[src/rtl/instr_prefetch_queue.sv]
// Instruction prefetch: fetch FSM feeding a DEPTH-entry instruction FIFO.
// Define PREFETCH_BYPASS_EN to forward responses to decode when empty.
module instr_prefetch_queue #(
   parameter int unsigned      XLEN     = 32,
   parameter int unsigned      DEPTH    = 4,
   parameter logic [XLEN-1:0]  RESET_PC = '0
) (
   input  logic            clk,
   input  logic            reset,
   output logic            mem_req_valid,
   output logic [XLEN-1:0] mem_req_addr,
   input  logic            mem_req_ready,
   input  logic            mem_rsp_valid,
   input  logic [XLEN-1:0] mem_rsp_data,
   input  logic            redirect_valid,
   input  logic [XLEN-1:0] redirect_pc,
   output logic            instr_valid,
   output logic [XLEN-1:0] instr,
   output logic [XLEN-1:0] instr_pc,
   input  logic            instr_ready
);

   localparam int AW = $clog2(DEPTH);
   localparam int CW = AW + 1;

   typedef enum logic [1:0] {
      IDLE,
      REQ,
      WAIT
   } state_t;

   state_t          state_q, state_d;
   logic [XLEN-1:0] fetch_pc_q, fetch_pc_d;
   logic [XLEN-1:0] req_pc_q, req_pc_d;
   logic            discard_q, discard_d;

   logic [XLEN-1:0] data_mem [DEPTH];
   logic [XLEN-1:0] pc_mem   [DEPTH];
   logic [AW-1:0]   rd_ptr_q, wr_ptr_q;
   logic [CW-1:0]   count_q, count_n;

   logic rsp_keep, bypass, push, pop, room;

   // A response is kept only if it answers the current fetch stream.
   assign rsp_keep = (state_q == WAIT) && mem_rsp_valid
                     && !discard_q && !redirect_valid;

`ifdef PREFETCH_BYPASS_EN
   assign bypass = rsp_keep && (count_q == '0);
`else
   assign bypass = 1'b0;
`endif

   assign instr_valid = (count_q != '0) || bypass;
   assign instr       = bypass ? mem_rsp_data : data_mem[rd_ptr_q];
   assign instr_pc    = bypass ? req_pc_q : pc_mem[rd_ptr_q];

   assign push = rsp_keep && !(bypass && instr_ready);
   assign pop  = (count_q != '0) && instr_ready && !redirect_valid;

   assign count_n = redirect_valid ? '0
                  : count_q + CW'(push) - CW'(pop);
   assign room    = count_n < CW'(DEPTH);

   assign mem_req_valid = (state_q == REQ);
   assign mem_req_addr  = fetch_pc_q;

   always_comb begin
      state_d    = state_q;
      fetch_pc_d = fetch_pc_q;
      req_pc_d   = req_pc_q;
      discard_d  = discard_q;
      unique case (state_q)
         IDLE: begin
            if (room) state_d = REQ;
         end
         REQ: begin
            if (mem_req_ready) begin
               state_d    = WAIT;
               req_pc_d   = fetch_pc_q;
               fetch_pc_d = fetch_pc_q + XLEN'(4);
            end
         end
         WAIT: begin
            if (mem_rsp_valid) begin
               discard_d = 1'b0;
               state_d   = room ? REQ : IDLE;
            end
         end
         default: state_d = IDLE;
      endcase
      // An accepted-but-unanswered request must drain before refetching.
      if (redirect_valid) begin
         fetch_pc_d = redirect_pc;
         if (state_d == WAIT) begin
            discard_d = 1'b1;
         end else begin
            discard_d = 1'b0;
            state_d   = REQ;
         end
      end
   end

   always_ff @(posedge clk) begin
      if (reset) begin
         state_q    <= IDLE;
         fetch_pc_q <= RESET_PC;
         req_pc_q   <= '0;
         discard_q  <= 1'b0;
      end else begin
         state_q    <= state_d;
         fetch_pc_q <= fetch_pc_d;
         req_pc_q   <= req_pc_d;
         discard_q  <= discard_d;
      end
   end

   always_ff @(posedge clk) begin
      if (reset) begin
         rd_ptr_q <= '0;
         wr_ptr_q <= '0;
         count_q  <= '0;
         for (int i = 0; i < DEPTH; i++) begin
            data_mem[i] <= '0;
            pc_mem[i]   <= '0;
         end
      end else if (redirect_valid) begin
         rd_ptr_q <= '0;
         wr_ptr_q <= '0;
         count_q  <= '0;
      end else begin
         if (push) begin
            data_mem[wr_ptr_q] <= mem_rsp_data;
            pc_mem[wr_ptr_q]   <= req_pc_q;
            wr_ptr_q           <= wr_ptr_q + AW'(1);
         end
         if (pop) rd_ptr_q <= rd_ptr_q + AW'(1);
         count_q <= count_n;
      end
   end

endmodule

[config.mk]
export PLATFORM = sky130hd
export DESIGN_NAME = instr_prefetch_queue
export DESIGN_NICKNAME = d
export VERILOG_FILES = /design/src/rtl/instr_prefetch_queue.sv
export SDC_FILE = /design/constraint.sdc
export NUM_CORES = 1
export LEC_CHECK = 0
export ABC_AREA = 0
export BUFFER_PORTS_ARGS = -buffer_cell sky130_fd_sc_hd__buf_2
export CELL_PAD_IN_SITES_DETAIL_PLACEMENT = 1
export CELL_PAD_IN_SITES_GLOBAL_PLACEMENT = 2
export CORE_ASPECT_RATIO = 0.9
export CORE_UTILIZATION = 36
export CTS_CLUSTER_SIZE = 16
export DETAILED_ROUTE_END_ITERATION = 12
export GPL_TIMING_DRIVEN = 0
export PLACE_DENSITY_LB_ADDON = 0.15
export SLEW_MARGIN = 20
export SYNTH_ARGS = -nofsm -noshare
export SYNTH_HDL_FRONTEND = slang
export SYNTH_SLANG_ARGS = --single-unit
[constraint.sdc]
create_clock -name clk -period 5.7 [get_ports clk]
set_clock_uncertainty 0.2 [all_clocks]
set_input_delay 1.14 -clock clk [delete_from_list [all_inputs] [get_ports clk]]
set_output_delay 1.14 -clock clk [all_outputs]
set_load 0.02 [all_outputs]
==> results.md, run 1 <==
Run status:
- The flow ran to the end, and the final reports show no timing, DRC or antenna violations.

Power:
- The share of total power dissipated in the clock network is 0.434.
- The internal power contribution is between 4 and 5 mW.
- The analysis attributes to net switching a power of roughly 1.2 mW.
- Of the total power, combinational logic draws 0.061.
- The final total power is 5.44 mW.
- The power density over the cells is about 320 nW/µm².
- In this run the static leakage power is between 6 and 7 nW.
- The worst supply voltage drop on vdd is approximately 0.16 mV.
- The share of total power dissipated in sequential elements is 0.505.
- The proportion of total power due to net switching is 0.226.

Job:
- The max-cap violation count is 0.

Setup path:
- The nature of the critical path endpoint is an output pin.
- The number of cell instances on the worst register-to-register path is 6.
- The data arrival time at the worst-slack endpoint is about 3.2 ns.
- The library cell contributing the largest single delay on the critical path is sky130_fd_sc_hd__buf_1.
- The startpoint class of the critical path is a flip-flop.
- In this run the number of cells on the critical path is 4.
- The largest fanout on the critical path is 10.
- The critical path in this run is classified as flip-flop to output pin.
- Traced cell by cell, the critical path runs through clkbuf_1 > buf_1 > mux4_2 > buf_2.
- The largest incremental delay on the critical path is approximately 0.83 ns.
- Together, buffers and inverters on the worst path number 3.
- The top cell family by delay on the critical path is buffers and inverters.
- The data required time at the worst endpoint is 4.36 ns.

Clock network:
- The number of H-tree levels is 2.
- The buffers inserted during post-CTS setup optimization is 0.
- The clock insertion delay at the later pin of the skew report is about 0.52 ns.
- The clock-pin slew of the registers on the worst-case setup and hold paths is around 0.05 ns.
- The clock sink count is 332.
- The maximum count of clock buffers along a single path is 3.
- The clock tree from TritonCTS is built.
- The quantity of gates resized following cts is 0.
- Buffers inserted during clock tree synthesis total 38.
- The post-cts hold buffer count is 0.
- The tree is rooted in a sky130_fd_sc_hd__clkbuf_16.

Hold path:
- The worst hold path passes through 2 cells.
- The worst hold-check path type is flip-flop to flip-flop.

Synthesis:
- The most used flip-flop cell after synthesis is sky130_fd_sc_hd__edfxtp_1.
- The count of flip-flops with a built-in enable after synthesis is 256.
- The post-synthesis instance total is 1105.
- The number of warnings issued by yosys is 0.
- The mean instance size in the synthesized netlist is around 13 µm².
- The distinct cell type count of the synthesized netlist is 44.
- The post-synthesis async set-or-reset flop share is 0.
- The net count after synthesis is between 1000 and 1500.
- The mapped netlist covers between 10000 and 15000 µm².
- For this run, the register share of the synthesized area comes to 0.654.
- In this run, synthesis produced a sequential element count of between 300 and 400.

Drt:
- The first-pass detailed-route iteration total is 5.
- After detailed routing, the number of vias per cell comes to 4.97.
- Once detail routing completed, the nets flagged for antenna violations numbered 0.
- The average routed wire per standard cell is around 21 µm.
- Across all layers, the routed design uses between 9000 and 10000 vias.
- Wires add up to a little under 40000 µm.
- After the first detailed-routing iteration, the DRC count stood at between 500 and 600.
- The DRC violations left is 0.

STA:
- The final-report hold violation count is 0.
- Setup repair after global routing left no endpoint under its margin.
- Timing would allow up to between 200 and 250 MHz.
- Setup violations remaining at the end of the flow were counted as 0.
- After layout, the minimum clock period comes to 4.58 ns.
- The final hold slack is between 0.2 and 0.3 ns.
- Dividing the final minimum period by the clock period gives 0.803.
- For the pin with the worst max-slew slack, the measured transition is between 1 and 1.5 ns.
- The max-slew headroom at the worst pin is 0.283.
- The count of final max-slew check failures is 0.

Floorplanning:
- The initialized floorplan defines 68 standard-cell rows.
- The total area inside the core boundary comes to ~38000 µm².
- The die outline area is 39900 µm².
- around 170 I/O pins were placed.
- The starting density of the core is 0.366.
- The die width is 210 µm.
- The die span in y is between 150 and 200 µm.

Finish:
- In the final layout, the share of cells above drive strength 1 is 0.227.
- Leaving out fill and tap cells, the most frequent cells in the layout are 256 x sky130_fd_sc_hd__edfxtp_1, 169 x sky130_fd_sc_hd__nor2_1, 168 x sky130_fd_sc_hd__buf_2.
- Compared with the post-synthesis result, the final layout area differs by 21.1%.
- At the end of the flow, the number of nets in the layout was between 1000 and 1500.
- Once layout is complete, the utilization of the core stands at 0.443.
- The number of diodes added for antenna fixing is 0.
- The filler cell count in the final layout is between 4000 and 5000.
- Summing all multi-input logic gate instances after layout gives 4350 µm².
- Registers take approximately 9200 µm².
- The library cell used most frequently in the layout, excluding fill and tap cells, is sky130_fd_sc_hd__edfxtp_1.
- The area of all placed cells without fillers is 17000 µm².

GRT:
- Entering global routing, the biggest net connects 41 pins.
- The via count of the first global-routing pass was 9911.
- The first global-routing pass estimated roughly 60000 µm of wire.
- The overflow left after global routing is 0.
- The combined global-route utilization of all metal layers is 0.203.
- The initial antenna violation count is 0.

Placement:
- In this run the tool buffered the top-level ports with around 170 buffer cells.
- In this run the cell area measured after placement is between 15000 and 20000 µm².
- The congestion estimate from routability-driven global placement came to approximately 0.76.
- The HPWL after detailed placement is 27200 µm.
[cell usage after synthesis (3+ instances only)]
| cell type | count | area [µm²] |
|---|---|---|
| sky130_fd_sc_hd__o31ai_1 | 8 | 60.1 |
| sky130_fd_sc_hd__nand3_1 | 9 | 45.0 |
| sky130_fd_sc_hd__nor4_1 | 5 | 31.3 |
| sky130_fd_sc_hd__a221oi_1 | 3 | 26.3 |
| sky130_fd_sc_hd__nand2b_1 | 6 | 37.5 |
| sky130_fd_sc_hd__buf_1 | 9 | 33.8 |
| sky130_fd_sc_hd__and2_1 | 59 | 369 |
| sky130_fd_sc_hd__o21bai_1 | 8 | 60.1 |
| sky130_fd_sc_hd__nand3b_1 | 3 | 22.5 |
| sky130_fd_sc_hd__edfxtp_1 | 256 | 7690 |
| sky130_fd_sc_hd__nor3_1 | 8 | 40.0 |
| sky130_fd_sc_hd__ha_1 | 3 | 37.5 |
| sky130_fd_sc_hd__xnor2_1 | 12 | 105 |
| sky130_fd_sc_hd__a2111oi_0 | 3 | 26.3 |
| sky130_fd_sc_hd__inv_1 | 78 | 293 |
| sky130_fd_sc_hd__or3_1 | 8 | 50.1 |
| sky130_fd_sc_hd__nand4_1 | 6 | 37.5 |
| sky130_fd_sc_hd__mux4_2 | 64 | 1440 |
| sky130_fd_sc_hd__nand2_1 | 142 | 533 |
| sky130_fd_sc_hd__nor2_1 | 169 | 634 |
| sky130_fd_sc_hd__a31oi_1 | 6 | 37.5 |
| sky130_fd_sc_hd__dfxtp_1 | 76 | 1520 |
| sky130_fd_sc_hd__or4_1 | 11 | 82.6 |
| sky130_fd_sc_hd__a21oi_1 | 37 | 185 |
| sky130_fd_sc_hd__and4_1 | 5 | 43.8 |
| sky130_fd_sc_hd__o21ai_0 | 12 | 60.1 |
| sky130_fd_sc_hd__a311oi_1 | 9 | 78.8 |
| sky130_fd_sc_hd__clkbuf_1 | 59 | 221 |
| sky130_fd_sc_hd__or2_2 | 3 | 18.8 |
| sky130_fd_sc_hd__a211oi_1 | 10 | 75.1 |
[final cells by class]
class | instances | share of cell area
multi-input combinational | 626 | 0.255
buffer | 69 | 0.0153
tap | 525 | 0.0385
clock buffer | 52 | 0.0650
inverter | 78 | 0.0172
timing repair buffer | 176 | 0.0620
sequential | 332 | 0.540
clock inverter | 17 | 0.00624
[flip-flops by register name, indices dropped and copies added (netlist names), named ones only]
| name | count |
|---|---|
| mem_req_addr | 32 |
| data_mem | 128 |
| discard_q | 1 |
| count_q | 3 |
| state_q | 2 |
| req_pc_q | 32 |
| rd_ptr_q | 2 |
| wr_ptr_q | 2 |
| pc_mem | 128 |
[worst min-delay path, stage by stage (launching register included)]
cell and delay (ns):
sky130_fd_sc_hd__dfxtp_1 0.30, sky130_fd_sc_hd__nand2_1 0.05, sky130_fd_sc_hd__a21oi_1 0.05
[worst paths after layout]
path / from / end / slack (ns)
setup / recovery: flip-flop / instr_pc[14] / 1.12
hold / removal: req_pc_q[7] / req_pc_q[7] / 0.26
setup reg to reg: wr_ptr_q[1] / pc_mem[2][18] / 2.27
hold reg to reg: req_pc_q[7] / req_pc_q[7] / 0.26
[power groups by stage]
| stage | sequential (mW) | combinational (mW) | clock [mW] |
|---|---|---|---|
| 6_report | 2.75 | 0.333 | 2.36 |
| 5_1_grt | 2.76 | 0.360 | 2.50 |
| 3_5_place_dp | 2.80 | 0.339 | 0 |
| 2_1_floorplan | 2.80 | 0.162 | 0 |
| 3_3_place_gp | 2.81 | 0.315 | 0 |
| 4_1_cts | 2.75 | 0.340 | 2.43 |
[through the flow]
step / TNS [ns] / std cells / worst slack (ns)
3_5_place_dp: 0 / 1806 / 1.06
5_1_grt: 0 / 1875 / 0.864
4_1_cts: 0 / 1875 / 0.970
3_3_place_gp: -350.96 / 1797 / -2.78
6_report: 0 / 1875 / 1.12
2_1_floorplan: 0 / 1105 / 0.256
[kinds of logic (layout without fill, tap and decap cells)]
group,count (synthesis),after routing,synth area share
mux,66,66,0.104
simple gates,444,444,0.145
flops,332,332,0.654
xor+xnor,14,14,0.00871
compound gates,98,98,0.0445
buf+inv,147,392,0.0393
fa+ha+maj,4,4,0.00409
[routing by layer]
layer,GRT usage,wire length (µm),up-vias
met2,0.337,18800,240
met1,0.281,18300,4663
met4,0.0410,555,0
li1,-,-,4374
met5,0,0,-
met3,0.0327,1930,46
Note: power is estimated with default switching activity, not from simulation.
==> run 2, diff against run 1 <==
- ABC_AREA: 0 -> 1
- CORE_UTILIZATION: 36 -> 33
- clock period: 5.7 -> 4.2 ns (I/O delays scaled with it)
==> results.md, run 2 <==
STA:
- Measured against its own limit, the worst slew margin works out to 0.439.
- The final-report hold violation count is 0.
- For this run, the top clock speed supported by timing is about 270 MHz.
- Setup repair after global routing left no endpoint under its margin.
- For the pin with the worst max-slew slack, the measured transition is 0.841 ns.
- The count of final max-slew check failures was 0.
- After layout, the worst setup slack is roughly 0.50 ns.
- The count of final setup violators is 0.
- The final worst-path cycle share is 0.880.
- The final critical delay including setup and external delays is 3.70 ns.

Setup path:
- The worst flop-to-flop path startpoint is state_q[0].
- The worst setup path is of the flip-flop to output pin kind.
- At the worst endpoint, the required time is roughly 3.2 ns.
- Setup slack on the worst reg-to-reg path comes out at ~1.3 ns.
- The worst register-to-register path ends at data_mem[2][9].
- In this run the worst path has a maximum fanout of 10.
- The worst setup path is launched from a flip-flop.
- The nature of the critical path endpoint is an output pin.
- The number of cells on the worst reg-to-reg path is 10.
- The data arrival time at the worst-slack endpoint is between 2 and 3 ns.

GRT:
- Entering global routing, the biggest net connects 38 pins.
- The initial antenna violation count is 0.
- Global routing finished with a remaining overflow of 0.
- The combined global-route utilization of all metal layers is 0.222.
- The first global-routing pass estimated around 76000 µm of wire.
- The via count of the first global-routing pass is ~13000.

Hold path:
- The worst hold path belongs to the class flip-flop to flip-flop.
- The worst min-delay path endpoint is req_pc_q[2].
- The number of cells on the worst hold path is 2.
- The origin of the worst min-delay path is req_pc_q[2].

Finish:
- The largest registers in the layout are data_mem (128), pc_mem (128).
- The final core utilization is 0.406.
- The number of diodes added for antenna fixing is 0.
- The final net count is around 1900.
- Of the cells placed in the final design, the portion with a size suffix greater than 1 is 0.153.
- The number of standard cells in the final layout excluding fillers is about 2400.
- Fill cells in the final layout number 5121.
- The most common cell after layout, fill and taps aside is sky130_fd_sc_hd__nor2_1.
- In the layout the commonest cells are 381 x sky130_fd_sc_hd__nor2_1, 256 x sky130_fd_sc_hd__edfxtp_1, 185 x sky130_fd_sc_hd__buf_2.
- The growth of design area from synthesis to finish is 21.3%.
- Once layout is done, the placed cells without fillers occupy 17900 µm².

Floorplanning:
- The die width is ~230 µm.
- The die is between 200 and 250 µm tall.
- The number of ports placed on the die boundary is between 150 and 200.
- The die covers about 46000 µm².
- The starting density of the core is 0.335.
- The placeable core area is around 44000 µm².
- The floorplan has 73 rows.

Synthesis:
- The commonest cells after synthesis are 381 x sky130_fd_sc_hd__nor2_1, 256 x sky130_fd_sc_hd__edfxtp_1, 187 x sky130_fd_sc_hd__o21ai_0.
- Synthesis produced a netlist with a net count of approximately 1700.
- The dominant cell by count in the synthesized netlist is sky130_fd_sc_hd__nor2_1.
- The share of synthesized cell area in and, or, nand and nor gates is 0.180.
- The post-synthesis share of cell area spent on xor and xnor gates is 0.00652.
- The distinct cell type count of the synthesized netlist is 37.
- Counting flops with a built-in enable in the synthesized netlist gives roughly 260.
- The fraction of synthesized cell area taken by the top area cell type is 0.520.
- After synthesis the netlist holds a flip-flop and latch count of around 330.
- Each instance of the synthesized netlist takes up on average 9.33 µm².
- Synthesis produced about 1600 cells.
- The synthesized design spends more area on one cell type than any other, namely sky130_fd_sc_hd__edfxtp_1.
- After synthesis, the largest family of logic cells by area is simple AND/OR/NAND/NOR gates.
- Among all flip-flop cells after synthesis, the most frequent one is sky130_fd_sc_hd__edfxtp_1.
- The total standard cell area after synthesis is ~15000 µm².
- Ranked by total cell area, the synthesized netlist is headed by sky130_fd_sc_hd__edfxtp_1 52%, sky130_fd_sc_hd__dfxtp_1 10%, sky130_fd_sc_hd__nor2_1 9.7%.
- The multiplexer area fraction after synthesis is 0.
- Of the total synthesized cell area, the portion taken by full adders, half adders and majority gates is 0.00390.
- The sequential-to-total area share from yosys stat is 0.623.
- The compound-gate portion of the synthesized area is 0.116.
- The number of warnings issued by yosys is 0.
- The post-synthesis async set-or-reset flop share is 0.

Drt:
- The total routed wirelength is between 40000 and 50000 µm.
- In the final routed layout, each cell accounts on average for about 20 µm.
- The DRC violations left is 4.
- For this block, the initial DRC count from the detailed router was between 600 and 700.
- The first-pass detailed-route iteration total is 9.
- Using the TritonRoute via totals, the vias-per-cell ratio works out to 4.91.
- The count of nets left with antenna violations after detail routing is 0.
- The final route contains 11900 vias.

Placement:
- The number of I/O port buffers is about 170.
- The instance count after placement with tap cells included is around 2400.
- Prior to clock tree synthesis, the placed netlist has a worst setup slack of 0.507 ns.
- The wire-length estimate of the detail-placed layout is roughly 35000 µm.
- The final weighted congestion in routability-driven placement is 0.790.
- In this run the cell area measured after placement is 16700 µm².

Power:
- The power density over the cells is 419 nW/µm².
- The static leakage is 6.96 nW.
- The worst-case IR drop observed on VDD is 0.222 mV.

Clock network:
- At the later pin of the worst-skew pair, clock insertion delay measures around 0.54 ns.
- In this run the deepest clock path goes through 3 buffers.
- The clock net in this run drives a total of 332 sinks.
- The number of hold buffers added after CTS was 0.
- After clock tree synthesis, the setup repair step added 0 buffers.
- Clock tree synthesis inserted a total of 40 buffers.
- The clock root buffer master is sky130_fd_sc_hd__clkbuf_16.
- Gates resized during post-CTS repair numbered 0.
- The number of H-tree levels is 2.
- TritonCTS built the clock tree.
- The clock-pin slew of the registers on the worst-case setup and hold paths is ~0.060 ns.

Run status:
- The final reports fail on design-rule violations.
- The run finished, with violations left.

Job:
- The max-cap violation count is 0.
-- run 2: changes by cell type in the layout (fill, tap and decap cells not counted), sizes merged, moves of 58 or more --
cell   before  now
nor2      169  396
o21ai      12  188
inv        78  165
mux4       64    0
o22ai       0   64
and2       59    1
-- run 2: through the flow --
stage          power (mW)  TNS [ns]  hold slack [ns]
3_5_place_dp         4.32         0            0.259
6_report             7.51         0            0.265
3_3_place_gp         4.29   -599.80            0.249
5_1_grt              7.76         0            0.291
2_1_floorplan        4.06    -87.29            0.230
4_1_cts              7.59         0            0.268
-- run 2: cells by family after synthesis --
| group | count (synthesis) |
|---|---|
| buffers and inverters | 262 |
| adder cells (fa/ha/maj) | 4 |
| AND/OR/NAND/NOR | 652 |
| flip-flops | 332 |
| XOR/XNOR | 11 |
| AO/OA/AOI/OAI | 322 |
-- run 2: per-layer routing --
metal  GRT usage  vias to the layer above  wire [µm]
li1            -                     5732          -
met1       0.304                     5866      23000
met2       0.369                      262      23500
met3      0.0304                       59       2210
met4      0.0573                        0        871
met5           0                        -          0
-- run 2: worst max-delay path by stage --
stage | end | slack, ns
2_1_floorplan | data_mem[0][0] | -0.68
6_report | instr_pc[6] | 0.50
3_5_place_dp | data_mem[3][14] | 0.51
5_1_grt | instr_pc[15] | 0.38
4_1_cts | instr_pc[17] | 0.42
3_3_place_gp | data_mem[0][5] | -3.50
-- run 2: area by class of cell --
class | instances | area, µm² | share of cell area
clock buffers | 55 | 1080 | 0.0602
multi-input cells | 989 | 4570 | 0.255
plain buffers | 97 | 419 | 0.0234
flip-flops and latches | 332 | 9210 | 0.514
inverters | 165 | 619 | 0.0346
well taps | 600 | 751 | 0.0419
clock inverters | 14 | 120 | 0.00670
repair buffers | 177 | 1160 | 0.0645
-- run 2: worst max-delay path: stages, from the launching register on --
cell and delay (ns):
sky130_fd_sc_hd__dfxtp_1 0.32, sky130_fd_sc_hd__buf_2 0.20, sky130_fd_sc_hd__inv_1 0.09, sky130_fd_sc_hd__buf_2 0.27, sky130_fd_sc_hd__clkbuf_1 0.59, sky130_fd_sc_hd__nor2_1 0.10, sky130_fd_sc_hd__o22ai_1 0.31, sky130_fd_sc_hd__buf_2 0.23
-- run 2: report_power, final --
part           internal, mW  switching [mW]
Combinational         0.161           0.352
Sequential             3.66          0.0712
Clock                  1.91            1.35
Total                  5.74            1.77
==> run 3, diff against run 2 <==
- CORE_UTILIZATION: 33 -> 37
- clock period: 4.2 -> 4.09 ns (I/O delays scaled with it)
==> results.md, run 3 (synthesis gave the netlist of run 2 again) <==
Clock network:
- Counting along the longest clock path gives a buffer depth of 3.
- The clock root buffer master is sky130_fd_sc_hd__clkbuf_16.
- The post-cts hold buffer count is 0.
- Counting every sink on the clock net gives ~330.
- The number of clock buffers added by TritonCTS is 37.
- The buffers inserted during post-CTS setup optimization is 0.
- The number of H-tree levels is 2.
- At the later pin of the worst-skew pair, clock insertion delay measures roughly 0.53 ns.
- After clock tree synthesis, the repair step resized 0 gates.
- TritonCTS built the clock tree.
- The clock-pin slew of the registers on the worst-case setup and hold paths is approximately 0.060 ns.

Drt:
- The detailed-route via count is about 12000.
- The total routed wirelength is approximately 50000 µm.
- The starting DRC count in detailed routing is 699.
- The first-pass detailed-route iteration total is 9.
- The detail route stage leaves a number of antenna-violating nets equal to 0.
- After detailed routing, the average wire length per cell comes to approximately 20 µm.
- The DRC violations left is 2.
- The routed via count divided by cell count is 5.09.

GRT:
- Entering global routing, the biggest net connects 35 pins.
- The via count of the first global-routing pass was around 12000.
- The combined global-route utilization of all metal layers is 0.242.
- The global-route wire length before repair is between 70000 and 80000 µm.
- The overflow left after global routing is 0.
- The initial antenna violation count is 0.

Finish:
- The final layout contains 1873 nets.
- The number of antenna diodes in the final layout is 0.
- In the final layout, the registers with the most flip-flops are data_mem (128), pc_mem (128).
- The share of layout cells above drive strength 1 is 0.154.
- The library cells used most frequently in the layout, excluding fill and tap cells, are 381 x sky130_fd_sc_hd__nor2_1, 256 x sky130_fd_sc_hd__edfxtp_1, 185 x sky130_fd_sc_hd__buf_2.
- The final core utilization is 0.451.
- The library cell used most frequently in the layout, excluding fill and tap cells, is sky130_fd_sc_hd__nor2_1.
- The growth of design area from synthesis to finish is 20.5%.

STA:
- The final-report hold violation count came to 0.
- In the post-route analysis, the smallest setup slack over all paths is between 0.4 and 0.5 ns.
- Setup repair after global routing left no endpoint under its margin.
- The transition time at the pin with the least slew margin is just over 0.8 ns.
- The timing-limited maximum frequency is between 200 and 300 MHz.
- In the finished design, the share of the clock period the worst path needs comes to 0.891.
- Setup violations remaining at the end of the flow were counted as 0.
- The sum of negative setup slack is 0 ns.
- The max-slew headroom at the worst pin is 0.457.
- The count of final max-slew check failures is 0.
- The final critical delay including setup and external delays is 3.64 ns.

Run status:
- The final reports fail on design-rule violations.
- The flow ran to the end, but the final reports show violations.

Floorplanning:
- For this configuration, the core starts out at a cell density of 0.374.
- The die width is 213 µm.
- The number of ports placed on the die boundary is 168.
- The die outline area is around 41000 µm².
- The initialized floorplan defines 69 standard-cell rows.
- The placeable core area is between 30000 and 40000 µm².
- In this run the vertical extent of the chip is about 190 µm.

Placement:
- The HPWL after detailed placement is 34500 µm.
- The pre-CTS worst setup slack is 0.586 ns.
- The final weighted congestion in routability-driven placement is approximately 0.8.
- Buffers placed on the I/O ports in this run total between 150 and 200.

Hold path:
- The worst hold-check path type is flip-flop to flip-flop.

Setup path:
- The path type of the worst setup path is flip-flop to output pin.
- The data arrival time at the worst-slack endpoint is roughly 2.6 ns.
- The worst setup path is captured at an output pin.
- The number of buffers and inverters on the critical path is 3.
- The data required time at the worst endpoint is 3.07 ns.
- The largest incremental delay on the critical path is 0.51 ns.
- The signal on the critical path passes through clkbuf_1 > clkbuf_1 > o21ai_0 > o22ai_1 > buf_2.
- Counting stages on the worst path, the most repeated cell is sky130_fd_sc_hd__clkbuf_1.
- Of all nets on the critical path, the largest fanout is 10.
- The kind of cell with the highest combined delay along the critical path is buffers and inverters.
- STA classifies the critical path startpoint as a flip-flop.
- On the critical path, the stage with the largest delay is an instance of sky130_fd_sc_hd__clkbuf_1.

Power:
- For this design the static power due to leakage is just under 7 nW.
- The final total power is between 7 and 8 mW.
- In this run the power density over the cells is ~430 nW/µm².
- The worst supply voltage drop on vdd is ~0.23 mV.

Job:
- Max-cap violations in this run came to 0.
run 3: cell count changes in the layout (fill, tap and decap cells not counted), sizes merged:
cell    delta
clkbuf     -4
bufinv     +1
run 3: path summary, 6_finish.rpt:
path | end | start | cells past startpoint | slack, ns
min reg2reg | req_pc_q[0] | req_pc_q[0] | 2 | 0.26
min | req_pc_q[0] | req_pc_q[0] | 2 | 0.26
max reg2reg | data_mem[2][4] | state_q[0] | 10 | 1.17
max | instr_pc[9] | flip-flop | 5 | 0.45
run 3: final cells by class:
cell class	instances	area [µm²]
plain buffers	97	419
repair buffers	177	1140
flip-flops and latches	332	9210
well taps	532	666
multi-input cells	989	4570
fillers	4626	21600
clock inverters	15	149
inverters	165	619
clock buffers	51	1040
run 3: routing by layer:
metal / routed length (µm) / up-vias / GRT usage
met5: 0 / - / 0
met4: 930 / 0 / 0.0595
met3: 2280 / 62 / 0.0347
met2: 23000 / 290 / 0.402
met1: 22400 / 5925 / 0.331
li1: - / 5730 / -
run 3: report_power, final:
group / switching (mW) / internal [mW] / total (mW)
Combinational: 0.358 / 0.163 / 0.521
Sequential: 0.0745 / 3.76 / 3.83
Clock: 1.35 / 1.97 / 3.32
run 3: worst min-delay path, stage by stage, from the launching register on:
cell and delay (ns):
sky130_fd_sc_hd__dfxtp_1 0.29, sky130_fd_sc_hd__inv_1 0.06, sky130_fd_sc_hd__a21oi_1 0.06
run 3: stage by stage:
step	cell area, µm²	cells	hold slack, ns
3_5_place_dp	16600	2292	0.255
3_3_place_gp	16300	2280	0.248
4_1_cts	17800	2358	0.265
6_report	17800	2358	0.263
5_1_grt	17800	2358	0.279
2_1_floorplan	14800	1583	0.230
